`src/rtl/pwm_duty_ramp.sv`:
```
// Soft-start duty slew limiter: walks duty toward a latched target by STEP every DIV PWM periods.
// Optional build macro PWM_RAMP_LIMIT_EN clamps the latched target (and so duty) to MAX_DUTY.
module pwm_duty_ramp #(
  parameter int WIDTH    = 8,
  parameter int STEP     = 4,
  parameter int DIV      = 2,
  parameter int MAX_DUTY = 200
) (
  input  logic             clk,
  input  logic             rst_n,
  input  logic             ena,
  input  logic [WIDTH-1:0] target,
  input  logic             target_vld,
  input  logic             period_end,
  output logic [WIDTH-1:0] duty,
  output logic             duty_load,
  output logic             busy,
  output logic             at_target
);

  // Handshake: target_vld and period_end are single-cycle strobes qualified by ena;
  // duty_load is a one-cycle strobe telling the PWM core to take duty at its next period start.

  localparam int CW = (DIV > 1) ? $clog2(DIV) : 1;
  localparam logic [CW-1:0]  DIV_LAST = CW'(DIV - 1);
  localparam logic [WIDTH:0] STEP_W   = (WIDTH + 1)'(STEP);

  if (STEP < 1 || STEP >= (2 ** WIDTH) || DIV < 1 || MAX_DUTY < 0 || MAX_DUTY >= (2 ** WIDTH))
  begin : g_bad_params
    $error("pwm_duty_ramp: illegal STEP/DIV/MAX_DUTY for WIDTH");
  end

  typedef enum logic {IDLE, RAMP} state_t;

  state_t           state, state_nxt;
  logic [CW-1:0]    div_cnt, div_cnt_nxt;
  logic [WIDTH-1:0] duty_q, duty_nxt, tgt_q, tgt_nxt, tgt_in, stepped;
  logic [WIDTH:0]   up_sum, down_lim;
  logic             load_q, load_nxt;

  // Target as it will be latched
  always_comb begin
`ifdef PWM_RAMP_LIMIT_EN
    tgt_in = (target > WIDTH'(MAX_DUTY)) ? WIDTH'(MAX_DUTY) : target;
`else
    tgt_in = target;
`endif
  end

  // One step toward tgt_q, computed one bit wider so neither direction can wrap
  always_comb begin
    up_sum   = {1'b0, duty_q} + STEP_W;
    down_lim = {1'b0, tgt_q} + STEP_W;
    stepped  = duty_q;
    if (duty_q < tgt_q) begin
      stepped = (up_sum > {1'b0, tgt_q}) ? tgt_q : up_sum[WIDTH-1:0];
    end else if (duty_q > tgt_q) begin
      stepped = ({1'b0, duty_q} < down_lim) ? tgt_q : (duty_q - STEP_W[WIDTH-1:0]);
    end
  end

  always_comb begin
    state_nxt   = state;
    div_cnt_nxt = div_cnt;
    duty_nxt    = duty_q;
    tgt_nxt     = tgt_q;
    load_nxt    = 1'b0;
    if (ena) begin
      if (target_vld) tgt_nxt = tgt_in;
      if (state == RAMP && period_end) begin
        if (div_cnt == DIV_LAST) begin
          div_cnt_nxt = '0;
          duty_nxt    = stepped;   // uses the old tgt_q even if a retarget lands now
          load_nxt    = 1'b1;
        end else begin
          div_cnt_nxt = div_cnt + CW'(1);
        end
      end
      state_nxt = (duty_nxt == tgt_nxt) ? IDLE : RAMP;
      if (state_nxt == IDLE) div_cnt_nxt = '0;
    end
  end

  always_ff @(posedge clk) begin
    if (!rst_n) begin
      state   <= IDLE;
      div_cnt <= '0;
      duty_q  <= '0;
      tgt_q   <= '0;
      load_q  <= 1'b0;
    end else begin
      state   <= state_nxt;
      div_cnt <= div_cnt_nxt;
      duty_q  <= duty_nxt;
      tgt_q   <= tgt_nxt;
      load_q  <= load_nxt;
    end
  end

  assign duty      = duty_q;
  assign duty_load = load_q;
  assign busy      = (state == RAMP);
  assign at_target = (state == IDLE);

endmodule
```
`config.mk`:
```
export PLATFORM = sky130hd
export DESIGN_NAME = pwm_duty_ramp
export DESIGN_NICKNAME = d
export VERILOG_FILES = /design/src/rtl/pwm_duty_ramp.sv
export SDC_FILE = /design/constraint.sdc
export NUM_CORES = 1
export LEC_CHECK = 0
export CORE_MARGIN = 2
export CORE_UTILIZATION = 60
export CTS_CLUSTER_DIAMETER = 80
export CTS_CLUSTER_SIZE = 40
export DETAILED_ROUTE_END_ITERATION = 6
export PLACE_DENSITY = 0.87
export SYNTH_ARGS = -nofsm -noshare
export SYNTH_HDL_FRONTEND = slang
export SYNTH_SLANG_ARGS = --single-unit
```
`constraint.sdc`:
```
create_clock -name clk -period 9.4 [get_ports clk]
set_input_delay 1.41 -clock clk [delete_from_list [all_inputs] [get_ports clk]]
set_output_delay 1.41 -clock clk [all_outputs]
set_load 0.02 [all_outputs]
```
==> results.py <==
metrics = {
    "status": {
        "outcome": "finished clean",
    },
    "sta": {
        "fin_crit_sh_pct": 44.1,
        "max_freq_ghz": 0.241,
        "finalHoldViolations": 0,
        "slew_headroom_pct": 40.0,
        "skew_ns": 0.00382,
        "slew_violations": 0,
        "setup_tns_ns": 0,
        "worst_pin_slew_ns": 0.897,
        "fin_crit_ns": 4.14,
        "worst_slack_ns": 5.26,
        "rsz0062_at_grt": "no",
        "setup_viol": 0,
    },
    "detailed_routing": {
        "maxUsedRoutingLayer": "met4",
        "vias_per_cell": 6.65,
        "wl_met3_um": 590,
        "drc": 0,
        "wl_um": 6300,
        "dr_wl_met2_um": 2950,
        "dr_total_vias": 2375,
        "wl_per_cell_um": 17.6,
        "firstDrtPassIters": 4,
        "wl_met1_um": 2520,
        "drtIter0Drc": 231,
        "antenna_left": 0,
    },
    "final_layout": {
        "nets": 346,
        "final-seq-area_sq_um": 380,
        "multi_input_area_sq_mm": 0.00171,
        "final_core_util_pct": 69.1,
        "syn2layout_area_growth_pct": 11.8,
        "n_antenna_cell": 0,
        "num-fill-cells": 323,
        "drive_above_1_share_pct": 4.85,
    },
    "grt": {
        "track_usage_pct": 32.7,
        "grt_max_degree": 24,
        "grt_pass1_vias": 2260,
        "gr-total-overflow": 0,
        "grt_pass1_wl_um": 10700,
        "antenna_found_initial": 0,
    },
    "power_and_ir_drop": {
        "p_total_w": 0.000232,
        "p_per_area_mw_per_mm2": 92.9,
        "ir_drop_v": 0.000108,
        "p_leak_nw": 0.959,
    },
    "yosys": {
        "netlist_area_sq_mm": 0.00223,
        "synthCells": 299,
        "synth-edff-count": 0,
        "avgSynthCellArea_sq_um": 7.45,
        "synth_fp_nets": 335,
        "yosysMostFrequentCell": "nand2_1",
        "yosysWarnings": 0,
        "ys_seq_area_share_pct": 17.1,
        "ys.flop_type": "dfxtp_1",
        "synthArstFlopShare_pct": 0,
        "yosysTopAreaCell": "dfxtp_1",
        "synth-seq-cells": 19,
        "synthTopCellsByCount": "nand2_1, a21oi_1, nand3_1, ha_1, dfxtp_1",
        "yosys-top-cells-area": "dfxtp_1, ha_1, a21oi_1",
        "ys_types": 58,
        "synth_top_area_share_pct": 17.1,
    },
    "die": {
        "rows": 22,
        "die_w_um": 64.9,
        "ioPinCount": 24,
        "start_util_pct": 61.8,
        "core_area_sq_mm": 0.00361,
        "fp.dieArea_sq_mm": 0.00422,
        "die_h_um": 64.9,
    },
    "place": {
        "portBuffers": 23,
        "place_ws_ns": 5.18,
        "post-dp-hpwl_um": 4710,
        "place.gp.congestion": 0.991,
    },
    "critical_path": {
        "startpoint": "duty[2]",
        "critPathSlowestCell": "dfxtp_1",
        "reg2regPathDepth": 13,
        "path_cells": "ha_1 -> nand3_1 -> xnor2_1 -> ha_1 -> a211oi_1 -> o21ai_1 -> o21a_1 -> o31ai_1 -> a211oi_1 -> or4_1 -> a211o_1 -> nor4_2 -> a21oi_1",
        "r2r-end": "div_cnt",
        "slowest_delay_ns": 0.74,
        "cp.arrival_ns": 4.29,
        "r2r_start": "duty[2]",
        "cp-start-kind": "register",
        "cp_max_fo": 15,
        "end_kind": "register",
        "worst_ep_required_time_ns": 9.54,
        "rrSetupSlack_ns": 5.26,
        "worstSetupPathType": "reg -> reg",
        "crit_end": "div_cnt",
    },
    "clock_tree": {
        "cts_root_buf": "clkbuf_8",
        "clkSlewWorstSetupHoldPaths_ns": 0.07,
        "cts_setup_buffers": 0,
        "clockBufferDepth": 2,
        "cts_buffers": 3,
        "insertion_delay_ns": 0.26,
        "cts_tree": "built",
        "postCtsHoldBufs": 0,
        "htree_levels": 1,
        "post_cts_resized": 0,
        "cts.sinks": 19,
    },
    "hold_path": {
        "hp-class": "reg -> reg",
    },
    "run": {
        "drv_cap": 0,
    },
}
## per-stage QoR
step	hold WS, ns	instance area (sq um)	cells
5_1_grt	0.590	2490	357
6_report	0.545	2490	357
3_5_place_dp	0.526	2450	353
4_1_cts	0.535	2490	357
3_3_place_gp	0.521	2450	353
2_1_floorplan	0.469	2230	299
## logic make-up after synthesis
group | Yosys count | share of synthesized area [%]
XOR/XNOR | 15 | 5.90
AND/OR/NAND/NOR | 104 | 23.9
multiplexers | 12 | 5.56
flip-flops | 19 | 17.1
buffers and inverters | 35 | 6.34
AO/OA/AOI/OAI | 91 | 28.4
adder cells (fa/ha/maj) | 23 | 12.9
## metal layers
layer / track usage, % / vias up
met5: 0 / -
met2: 53.6 / 119
li1: - / 1133
met1: 40.7 / 1092
met4: 15.4 / 0
met3: 6.94 / 31
## power breakdown
| group | switching (W) | total (W) | internal, W | leakage, nW |
|---|---|---|---|---|
| clock | 0.0000291 | 0.0000594 | 0.0000302 | 0.0228 |
| sequential | 0.00000488 | 0.0000877 | 0.0000828 | 0.155 |
| combinational | 0.0000514 | 0.0000846 | 0.0000332 | 0.782 |
## cell usage in the layout (no fill, tap or decap), types with 4 or more instances in the layout
cell,count
nand2_1,27
nand3_1,24
a21oi_1,24
ha_1,23
clkdlybuf4s50_1,23
dfxtp_1,19
inv_1,16
nor2_1,15
xnor2_1,11
o21ai_0,9
mux2i_1,9
a21boi_0,9
and3_1,8
nor2b_1,6
o31ai_1,6
o211ai_1,6
nor3_1,6
o21ai_1,5
a31oi_1,5
xor2_1,4
nand4_1,4
a211oi_1,4
## worst min path at each step
stage | to | start | slack [ns] | depth (start not counted)
2_1_floorplan | tgt_q[7] | tgt_q[7] | 0.47 | 2
3_3_place_gp | tgt_q[7] | tgt_q[7] | 0.52 | 2
3_5_place_dp | tgt_q[7] | tgt_q[7] | 0.53 | 2
4_1_cts | tgt_q[7] | tgt_q[7] | 0.54 | 2
5_1_grt | tgt_q[0] | tgt_q[0] | 0.59 | 2
6_report | tgt_q[0] | tgt_q[0] | 0.55 | 2
## sequential cells by signal, indices dropped and copies added, names as in the netlist
register   cells
busy           1
div_cnt        1
duty           8
duty_load      1
tgt_q          8
## critical path: cells and delay by family, from the launching register on
| family | cells | cell delay (ns) |
|---|---|---|
| compound gates | 7 | 1.40 |
| xor+xnor | 1 | 0.28 |
| fa+ha+maj | 2 | 0.66 |
| flops | 1 | 0.74 |
| simple gates | 3 | 0.94 |
## area by class of cell
cell class	count	share of cell area [%]
multi-input combinational	245	68.5
inverter	18	2.81
clock buffer	4	1.81
sequential	19	15.3
timing repair buffer	23	9.24
tap	48	2.41
Power figures use the tool's default switching activity.
